[src/rtl/io_trap_sequencer_pkg.sv]
// Shared definitions for the Z80 I/O trap sequencer: state encoding,
// parameter defaults and a saturating counter helper.
package io_trap_sequencer_pkg;

  localparam logic [7:0] TRAP_BASE_DEF  = 8'hA0;
  localparam logic [7:0] TRAP_MASK_DEF  = 8'hF0;
  localparam logic [3:0] NMI_CYCLES_DEF = 4'd4;

  typedef enum logic [2:0] {
    ST_IDLE   = 3'd0,
    ST_ACCESS = 3'd1,
    ST_ARM    = 3'd2,
    ST_NMI    = 3'd3,
    ST_HOLD   = 3'd4
  } trap_state_t;

  function automatic logic [7:0] sat_inc8(input logic [7:0] value);
    if (value == 8'hFF) begin
      return 8'hFF;
    end else begin
      return value + 8'd1;
    end
  endfunction

endpackage

[src/rtl/io_trap_sequencer_bus_sampler.sv]
// Single-stage registration of the Z80 bus strobes plus detection of the
// rising edge of the registered M1 strobe (end of an opcode fetch).
module bus_sampler (
  input  logic clk,
  input  logic reset,
  input  logic iorq_n,
  input  logic m1_n,
  input  logic rd_n,
  input  logic wr_n,
  output logic iorq_q,
  output logic m1_q,
  output logic rd_q,
  output logic wr_q,
  output logic m1_rise
);

  logic m1_prev_r;

  // Strobe sampling stage; idle bus level is all-ones.
  always_ff @(posedge clk or posedge reset) begin
    if (reset) begin
      iorq_q    <= 1'b1;
      m1_q      <= 1'b1;
      rd_q      <= 1'b1;
      wr_q      <= 1'b1;
      m1_prev_r <= 1'b1;
    end else begin
      iorq_q    <= iorq_n;
      m1_q      <= m1_n;
      rd_q      <= rd_n;
      wr_q      <= wr_n;
      m1_prev_r <= m1_q;
    end
  end

  assign m1_rise = m1_q & ~m1_prev_r;

endmodule

[src/rtl/io_trap_sequencer.sv]
// Traps I/O accesses to a configurable port window, flags the next opcode
// fetch for capture, then raises a timed NMI and waits for the handler's ack.
module io_trap_sequencer
  import io_trap_sequencer_pkg::*;
#(
  parameter logic [7:0] TRAP_BASE  = TRAP_BASE_DEF,
  parameter logic [7:0] TRAP_MASK  = TRAP_MASK_DEF,
  parameter logic [3:0] NMI_CYCLES = NMI_CYCLES_DEF
) (
  input  logic       clk,
  input  logic       reset,
  input  logic [7:0] addr,
  input  logic       iorq_n,
  input  logic       m1_n,
  input  logic       rd_n,
  input  logic       wr_n,
  input  logic       trap_en,
  input  logic       trap_ack,
  output logic       record_isr,
  output logic       nmi_n,
  output logic [7:0] trap_port,
  output logic       trap_wr,
  output logic [7:0] trap_count,
  output logic       busy
);

  logic        iorq_q;
  logic        m1_q;
  logic        rd_q;
  logic        wr_q;
  logic        m1_rise_s;
  logic        hit_s;
  trap_state_t state_r;
  logic [3:0]  nmi_cnt_r;

  bus_sampler u_bus_sampler (
    .clk     (clk),
    .reset   (reset),
    .iorq_n  (iorq_n),
    .m1_n    (m1_n),
    .rd_n    (rd_n),
    .wr_n    (wr_n),
    .iorq_q  (iorq_q),
    .m1_q    (m1_q),
    .rd_q    (rd_q),
    .wr_q    (wr_q),
    .m1_rise (m1_rise_s)
  );

  // Trap hit decode; requiring m1_q high excludes interrupt-acknowledge cycles.
  always_comb begin
    hit_s = 1'b0;
    if (trap_en && !iorq_q && m1_q && (!rd_q || !wr_q) &&
        ((addr & TRAP_MASK) == (TRAP_BASE & TRAP_MASK))) begin
      hit_s = 1'b1;
    end else begin
      hit_s = 1'b0;
    end
  end

  // Trap sequencing FSM with registered outputs.
  always_ff @(posedge clk or posedge reset) begin
    if (reset) begin
      state_r    <= ST_IDLE;
      nmi_cnt_r  <= 4'd0;
      record_isr <= 1'b0;
      nmi_n      <= 1'b1;
      trap_port  <= 8'h00;
      trap_wr    <= 1'b0;
      trap_count <= 8'h00;
      busy       <= 1'b0;
    end else begin
      case (state_r)
        ST_IDLE: begin
          if (hit_s) begin
            state_r    <= ST_ACCESS;
            busy       <= 1'b1;
            trap_port  <= addr;
            trap_wr    <= ~wr_q;
            trap_count <= sat_inc8(trap_count);
          end
        end
        ST_ACCESS: begin
          // Stay here until the I/O cycle ends so one cycle records one hit.
          if (!trap_en) begin
            state_r <= ST_IDLE;
            busy    <= 1'b0;
          end else if (iorq_q) begin
            state_r    <= ST_ARM;
            record_isr <= 1'b1;
          end
        end
        ST_ARM: begin
          if (!trap_en) begin
            state_r    <= ST_IDLE;
            busy       <= 1'b0;
            record_isr <= 1'b0;
          end else if (m1_rise_s) begin
            state_r    <= ST_NMI;
            record_isr <= 1'b0;
            nmi_n      <= 1'b0;
            nmi_cnt_r  <= NMI_CYCLES - 4'd1;
          end
        end
        ST_NMI: begin
          if (nmi_cnt_r == 4'd0) begin
            state_r <= ST_HOLD;
            nmi_n   <= 1'b1;
          end else begin
            nmi_cnt_r <= nmi_cnt_r - 4'd1;
          end
        end
        ST_HOLD: begin
          // Hits are not examined here, so one coinciding with the ack is dropped.
          if (trap_ack) begin
            state_r <= ST_IDLE;
            busy    <= 1'b0;
          end
        end
        default: begin
          state_r    <= ST_IDLE;
          nmi_cnt_r  <= 4'd0;
          record_isr <= 1'b0;
          nmi_n      <= 1'b1;
          busy       <= 1'b0;
        end
      endcase
    end
  end

endmodule
[config.mk]
export PLATFORM = sky130hd
export DESIGN_NAME = io_trap_sequencer
export DESIGN_NICKNAME = d
export VERILOG_FILES = /design/src/rtl/io_trap_sequencer_pkg.sv /design/src/rtl/io_trap_sequencer_bus_sampler.sv /design/src/rtl/io_trap_sequencer.sv
export SDC_FILE = /design/constraint.sdc
export NUM_CORES = 1
export LEC_CHECK = 0
export CAP_MARGIN = 10
export CORE_AREA = 2 2 82 84
export DETAILED_ROUTE_END_ITERATION = 8
export DIE_AREA = 0 0 84 86
export MAX_ROUTING_LAYER = met4
export PLACE_DENSITY = 0.51
export SYNTH_ARGS = -nofsm -noshare
export SYNTH_HDL_FRONTEND = slang
export SYNTH_SLANG_ARGS = --single-unit
[constraint.sdc]
create_clock -name clk -period 3.24 [get_ports clk]
set_input_delay 0.648 -clock clk [delete_from_list [all_inputs] [get_ports clk]]
set_output_delay 0.648 -clock clk [all_outputs]
set_load 0.02 [all_outputs]
Word-level counts from Yosys, hierarchy flattened
Cells that the tools add are included.
{"block": "totals", "reg_bits": 32, "in_bits": 16, "out_inout_bits": 20}
{"block": "op_classes", "n_addsub": 2, "n_eq_ne": 17, "n_bitwise": 6, "reduce_logical": 19, "n_mux": 26}
{"cell": "$mux W3", "n": 7}
{"cell": "$ne A2 B2 Y1 const B", "n": 8}
{"cell": "$reduce_and A4 Y1", "n": 4}
{"cell": "$pmux W3 S5", "n": 1}
{"cell": "$mux W4", "n": 3}
{"cell": "$pmux W4 S3", "n": 1}
{"cell": "$mux W1", "n": 10}
{"cell": "$add A8 B1 Y8 const B", "n": 1}
{"cell": "$eq A8 B8 Y1 const B", "n": 1}
{"cell": "$mux W8", "n": 1}
{"cell": "$eq A3 B2 Y1 const B", "n": 2}
{"cell": "$pmux W1 S3", "n": 2}
{"cell": "$reduce_or A3 Y1", "n": 2}
{"cell": "$not A1 Y1", "n": 5}
{"cell": "$reduce_and A5 Y1", "n": 1}
{"cell": "$eq A4 B4 Y1 const B", "n": 1}
{"cell": "$logic_and A1 B1 Y1", "n": 4}
{"cell": "$logic_not A4 Y1", "n": 1}
{"cell": "$pmux W1 S4", "n": 1}
{"cell": "$sub A4 B1 Y4 const B", "n": 1}
{"cell": "$eq A3 B1 Y1 const B", "n": 1}
{"cell": "$eq A3 B3 Y1 const B", "n": 1}
{"cell": "$logic_not A1 Y1", "n": 3}
{"cell": "$logic_not A3 Y1", "n": 1}
{"cell": "other kinds (7)", "n": 7}

Depth between registers and ports, before layout
Gate-level depths: netlist of the first run.
{"block": "logic_depth", "depth_word": 8, "depth_mapped": 7}

Modules after synthesis
From an unflattened synthesis of the first run, not the netlist that was laid out.
{"block": "hier_totals", "hier_cells": 152, "area_unflattened_um2": 1529.0}
{"mod": "io_trap_sequencer", "area_each_um2": 1380.1, "n_inst": 1, "seq_area_each_um2": 676.9, "cells_per_inst": 145}
{"mod": "bus_sampler", "area_each_um2": 148.9, "n_inst": 1, "seq_area_each_um2": 131.4, "cells_per_inst": 7}

Least setup slack after synthesis of the first run
Ideal clock, no wire load.
{"block": "synth_path", "kind": "input -> register", "from": "input trap_en", "to": "register state_r[1]", "cell_stages": 6, "arrival_time_ns": 2.122, "setup_ns": 0.121, "n_path_buf": 1, "required_ns": 3.119, "slack_ns": 0.997, "cell_sequence": "clkbuf_1 > nand3b_1 > o311a_1 > nor4_4 > nand2b_1 > a22o_1"}
{"block": "synth_between", "elab_chain_len": 7}
{"item": "start, declared", "line_no": "io_trap_sequencer.sv:17", "source": "input logic trap_en,"}
{"item": "$logic_and A1 B1 Y1 (4 in series)", "line_no": "io_trap_sequencer.sv:53", "source": "if (trap_en && !iorq_q && m1_q && (!rd_q || !wr_q) &&"}
{"item": "$mux W1", "line_no": "io_trap_sequencer.sv:53"}
{"item": "$ne A2 B2 Y1 (no source line)"}
{"item": "$reduce_and A5 Y1 (no source line)"}
{"item": "end signal, assigned", "line_no": "io_trap_sequencer.sv:64", "source": "state_r <= ST_IDLE;"}
{"item": "end signal, assigned", "line_no": "io_trap_sequencer.sv:76", "source": "state_r <= ST_ACCESS;"}
{"item": "end signal, assigned", "line_no": "io_trap_sequencer.sv:86", "source": "state_r <= ST_IDLE;"}
{"item": "end, declared", "line_no": "io_trap_sequencer.sv:33", "source": "trap_state_t state_r;"}
Several ways; a longest one is shown, not always the timed one.
A chain may end at the register's enable or synchronous reset.

Worst setup path after layout of the first run
Same ends and word-level chain as after synthesis.

==> flow_summary.toml, run 1 <==
[sta]
maxSlewHeadroom_pct = 63.1
rsz0062_at_grt = "false"
tightest_slew_ns = 0.549
hold_viol_final = 0
maxSlewViolCount = 0
finClkSkew_ns = 0.00755
fin_setup_tns_ns = 0
layout_worst_path_cycle_share_pct = 79.6
setup_viol_count_final = 0
fin_crit_ns = 2.58
fmax_mhz = 388

[layout]
layout-drive-gt1-share_pct = 11.3
n_antenna_cell = 0
nets = 212
final_common_cell = "clkdlybuf4s50_1"
fillers = 660
stdcell_count = 271
synthToLayoutAreaGrowth_pct = 35.5
most-common-layout-cells = "clkdlybuf4s50_1 (35), dfrtp_1 (26), nand2_1 (23)"

[synth]
synth_xor_area_share_pct = 1.13
synthSimpleGateAreaFrac_pct = 25.5
ys_seq_area_share_pct = 52.1
synth_cells = 156
synth_top_family_by_area = "simple AND/OR/NAND/NOR gates"
synth_area_sq_mm = 0.00155
synth_compound_area_share_pct = 11.3
synth_fa_ha_area_share_pct = 2.42
avgSynthCellArea_sq_um = 9.95
ys_warn_count = 0
muxShareOfSynthArea_pct = 3.55
synth_nets = 175
ys_ff_latch = 32
synth.distinct_cells = 41

[cts]
clockBufferDepth = 2
cts_tree = "built"
post-cts-setup-buffers = 0
numCtsBuffers = 5
cts_root_buf = "clkbuf_8"
cts.sinks = 32
clk_latency_ns = 0.29
ctsHoldBuffers = 0
htree_levels = 2
cts.clk_slew.worst_paths_ns = 0.07
cts_resized = 0

[die]
start_util_pct = 24.7
die_h_um = 86
pin_count = 36
dieArea_sq_mm = 0.00722
rows = 29
core_area_sq_mm = 0.00628
die_w_um = 84

[flow_run]
max_cap_violations = 0

[pwr]
p_per_area_mw_per_mm2 = 654
worst_ir_drop_vdd_mv = 0.278
leakage_uw = 0.000919

[placement]
dp_cells = 263
hpwl_um = 2430
port_buffers = 35
gp_congestion = 0.737

[hold_path]
hold_path_class = "reg -> reg"

[grt]
grt-ovfl-total = 0
grt_usage_pct = 10.7
grt_pass1_vias = 1196
grt_antenna_before_repair = 0
grt_start_max_net_pins = 33
grt_pass1_wl_um = 5920

[status]
status = "completed"

[detailed_routing]
ant_nets = 0
via_count = 1235
routed_via_density = 4.56
drc = 0
wirelength_um = 3410
drt_iter0_markers = 69
post_drt_wl_per_cell_um = 12.6
firstDrtPassIters = 4

[critical_path]
worstSetupPathType = "in -> reg"
worstPathMaxFanout = 10
r2r_slack_ns = 0.81
endpoint_kind = "flip-flop"
required_ns = 3.42
worstPathArrival_ns = 2.76
start_kind = "input pin"
## registers in the layout (all words and copies together), names as in the netlist
name,flops
record_isr,1
nmi_n,1
trap_port,8
trap_count,8
u_bus_sampler.rd_q,1
u_bus_sampler.m1_prev_r,1
state_r,3
u_bus_sampler.wr_q,1
trap_wr,1
u_bus_sampler.m1_q,1
u_bus_sampler.iorq_q,1
busy,1
nmi_cnt_r,4
## metal layers
| layer | routed length, um | part of all wire [%] | track usage (%) |
|---|---|---|---|
| met2 | 1420 | 42 | 14.2 |
| met5 | 0 | 0 | - |
| met1 | 1800 | 53 | 15.4 |
| met4 | 74 | 2.2 | 4.84 |
| met3 | 113 | 3.3 | 2.60 |
## final timing paths
check	startpoint	end	cells after the start
max in group asynchronous	reset	nmi_n	3
worst min register to register	u_bus_sampler.m1_q	u_bus_sampler.m1_prev_r	0
worst max register to register	state_r[0]	trap_count[4]	5
min in group asynchronous	reset	trap_count[1]	3
worst min-delay path	u_bus_sampler.m1_q	u_bus_sampler.m1_prev_r	0
worst max-delay path	trap_en	state_r[1]	6
## power breakdown
| part | total, uW | switching (uW) | leakage [uW] | internal [uW] |
|---|---|---|---|---|
| combinational | 436 | 227 | 0.000447 | 210 |
| clock | 386 | 158 | 0.0000541 | 227 |
| sequential | 554 | 86.8 | 0.000418 | 467 |
| total | 1380 | 472 | 0.000919 | 904 |
## cell type report
type                            count  area (sq um)  share of cell area [%]
Sequential cell                    32           808                    38.4
Multi-Input combinational cell    108           688                    32.7
Timing Repair Buffer               37           365                    17.4
Tap cell                           77          96.3                    4.58
Clock buffer                        5          68.8                    3.27
Clock inverter                      3          42.5                    2.02
Inverter                            9          33.8                    1.61
## logic make-up after synthesis
family / count (synthesis)
compound gates: 28
fa+ha+maj: 3
flops: 32
simple gates: 70
mux: 5
xor+xnor: 2
buf+inv: 16
## through the flow
step / worst slack (ns) / cell area [sq um] / total power (uW) / util, % / hold WS, ns
floorplan: 0.997 / 1550 / 864 / - / 0.367
global placement: 0.404 / 1990 / 1000 / 31.7 / 0.378
detailed placement: 0.363 / 1990 / 1000 / 31.7 / 0.380
CTS: 0.664 / 2100 / 1390 / 33.5 / 0.390
global route: 0.525 / 2100 / 1480 / 33.5 / 0.397
finish: 0.660 / 2100 / 1380 / 33.5 / 0.389
## synthesized netlist by cell type
cell | number | area share (%)
o21ai_0 | 7 | 2.3
mux2_2 | 2 | 1.5
nand4bb_1 | 2 | 1.5
and4_1 | 1 | 0.56
nand3_1 | 3 | 0.97
nor3_1 | 3 | 0.97
nor4_1 | 2 | 0.81
a21oi_1 | 8 | 2.6
or3_1 | 2 | 0.81
and3_1 | 4 | 1.6
mux2_1 | 2 | 1.5
nor3b_1 | 1 | 0.48
or4_4 | 1 | 0.73
o32ai_1 | 1 | 0.56
nor2_1 | 8 | 1.9
dfrtp_1 | 26 | 42
buf_2 | 2 | 0.64
nand2b_1 | 6 | 2.4
xnor2_1 | 1 | 0.56
and2_1 | 3 | 1.2
nand2_1 | 23 | 5.6
o22ai_1 | 1 | 0.40
nand3b_1 | 3 | 1.5
or3b_2 | 1 | 0.56
dfstp_2 | 6 | 10
xor2_1 | 1 | 0.56
a21o_1 | 2 | 0.97
a211oi_1 | 1 | 0.48
clkbuf_1 | 5 | 1.2
ha_1 | 3 | 2.4
o311a_1 | 1 | 0.64
or4_1 | 1 | 0.48
nor4_4 | 1 | 1.4
a22o_1 | 1 | 0.56
a221o_1 | 1 | 0.64
nand4_1 | 4 | 1.6
o211ai_1 | 2 | 0.97
a31oi_1 | 3 | 1.2
nor4b_1 | 1 | 0.56
inv_1 | 9 | 2.2
mux2i_1 | 1 | 0.64
## worst max-delay path, stage by stage
cell and delay [ns]:
clkdlybuf4s50_1 0.64, nand3b_1 0.19, o311a_1 0.37, nor4_4 0.56
nand2b_1 0.10, a22o_1 0.24
(Power assumes the default switching activity.)
==> inputs of run 2 (changes only) <==
--- a/config.mk
+++ b/config.mk
@@ -10,7 +10,7 @@
 export DETAILED_ROUTE_END_ITERATION = 8
 export DIE_AREA = 0 0 84 86
 export MAX_ROUTING_LAYER = met4
-export PLACE_DENSITY = 0.51
+export PLACE_DENSITY = 0.53
 export SYNTH_ARGS = -nofsm -noshare
 export SYNTH_HDL_FRONTEND = slang
 export SYNTH_SLANG_ARGS = --single-unit
==> constraint.sdc (replaced) <==
create_clock -name clk -period 2.3 [get_ports clk]
set_input_delay 0.46 -clock clk [delete_from_list [all_inputs] [get_ports clk]]
set_output_delay 0.46 -clock clk [all_outputs]
set_load 0.02 [all_outputs]
==> flow_summary.toml, run 2 (synthesis gave the netlist of run 1 again) <==
[hold_path]
min_from = "u_bus_sampler.m1_q"
holdPathEnd = "u_bus_sampler.m1_prev_r"
hold_path_class = "reg -> reg"
hold_depth = 0

[detailed_routing]
wirelength_um = 3730
via_count = 1332
drc = 0
routed_via_density = 4.63
ant_nets = 0
post_drt_wl_per_cell_um = 13.0
firstDrtPassIters = 4
drt_iter0_markers = 42

[sta]
maxSlewViolCount = 0
setup_viol_count_final = 0
fin_crit_ns = 2.13
finClkSkew_ns = 0.0102
tightest_slew_ns = 0.396
setup_ws_ns = 0.173
hold_viol_final = 0
fmax_mhz = 470
layout_worst_path_cycle_share_pct = 92.5
rsz0062_at_grt = "false"
maxSlewHeadroom_pct = 73.6

[critical_path]
worstPathArrival_ns = 2.36
r2r_start = "state_r[0]"
required_ns = 2.53
start_kind = "flip-flop"
worstPathMaxFanout = 6
reg2reg_to = "trap_count[5]"
worstSetupPathType = "reg -> reg"
r2r_cells = 5
r2r_slack_ns = 0.17
worstSetupStartpoint = "state_r[0]"
endpoint_kind = "flip-flop"

[die]
pin_count = 36
dieArea_sq_mm = 0.00722
rows = 29
die_h_um = 86
core_area_sq_mm = 0.00628
start_util_pct = 24.7
die_w_um = 84

[layout]
top_regs = "trap_count: 8 flops, trap_port: 8 flops, nmi_cnt_r: 4 flops"
final_common_cell = "clkdlybuf4s50_1"
synthToLayoutAreaGrowth_pct = 41.9
n_antenna_cell = 0
nets = 229
most-common-layout-cells = "clkdlybuf4s50_1 (34), dfrtp_1 (26), nand2_1 (23)"
layout-drive-gt1-share_pct = 17.5

[cts]
cts.sinks = 32
htree_levels = 2
cts_resized = 0
cts_tree = "built"
cts_root_buf = "clkbuf_8"
ctsHoldBuffers = 0
cts.clk_slew.worst_paths_ns = 0.07
clk_latency_ns = 0.29
clockBufferDepth = 2
post-cts-setup-buffers = 0
numCtsBuffers = 5

[flow_run]
max_cap_violations = 0

[grt]
grt_antenna_before_repair = 0
grt_pass1_wl_um = 6310
grt_start_max_net_pins = 33
grt_pass1_vias = 1297
grt-ovfl-total = 0
grt_usage_pct = 11.4

[pwr]
p_per_area_mw_per_mm2 = 892
leakage_uw = 0.000998
worst_ir_drop_vdd_mv = 0.389
power.total_uw = 1960

[status]
status = "completed"

[placement]
port_buffers = 35
hpwl_um = 2750
post-place-ws_ns = -0.229
gp_congestion = 0.842
run 2: how the worst max path moves through the flow:
| stage | endpoint | slack (ns) | cells past startpoint |
|---|---|---|---|
| floorplan | trap_count[5] | 0.23 | 6 |
| global placement | state_r[1] | -0.19 | 7 |
| detailed placement | state_r[1] | -0.23 | 7 |
| CTS | state_r[1] | 0.06 | 7 |
| global route | state_r[1] | 0.06 | 7 |
| finish | trap_count[5] | 0.17 | 5 |
run 2: layout make-up:
cell class	instances	area (sq um)
well taps	77	96.3
repair buffers	54	495
fillers	655	4070
clock buffers	7	76.3
multi-input cells	108	688
flip-flops and latches	32	808
clock inverters	1	5.00
inverters	9	33.8
run 2: metal layers:
| metal | wire (um) | vias up | track usage, % |
|---|---|---|---|
| li1 | - | 657 | - |
| met1 | 1890 | 630 | 15.3 |
| met2 | 1630 | 38 | 16.1 |
| met3 | 137 | 7 | 2.89 |
| met4 | 74 | 0 | 5.13 |
| met5 | 0 | - | - |
run 2: critical path: stages (launching register included):
cell and delay (ns):
dfrtp_1 0.40, or3_1 0.42, or4_4 0.55, or3_1 0.49
nand2_1 0.10, mux2_1 0.12
run 2: stage by stage:
step / cell area (sq um) / setup TNS, ns / hold slack, ns / instances / utilization, %
final: 2200 / 0 / 0.386 / 288 / 35.1
after global routing: 2200 / 0 / 0.393 / 288 / 35.1
after CTS: 2200 / 0 / 0.390 / 288 / 35.1
after detailed placement: 2120 / -2.46 / 0.381 / 280 / 33.8
after global placement: 2120 / -1.81 / 0.384 / 280 / 33.8
after floorplan: 1550 / 0 / 0.367 / 156 / -
run 2: power breakdown:
group / internal (uW) / switching, uW / total, uW / leakage, uW
clock: 212 / 202 / 414 / 0.0000422
combinational: 405 / 413 / 819 / 0.000538
sequential: 659 / 72.3 / 732 / 0.000418
total: 1280 / 688 / 1960 / 0.000998
==> inputs of run 3 (changes only) <==
--- a/config.mk
+++ b/config.mk
@@ -7,6 +7,7 @@
 export LEC_CHECK = 0
 export CAP_MARGIN = 10
 export CORE_AREA = 2 2 82 84
+export CTS_CLUSTER_SIZE = 40
 export DETAILED_ROUTE_END_ITERATION = 8
 export DIE_AREA = 0 0 84 86
 export MAX_ROUTING_LAYER = met4
==> results of run 3 <==
No change in the layout: final DEF, timing and power equal those of run 2.
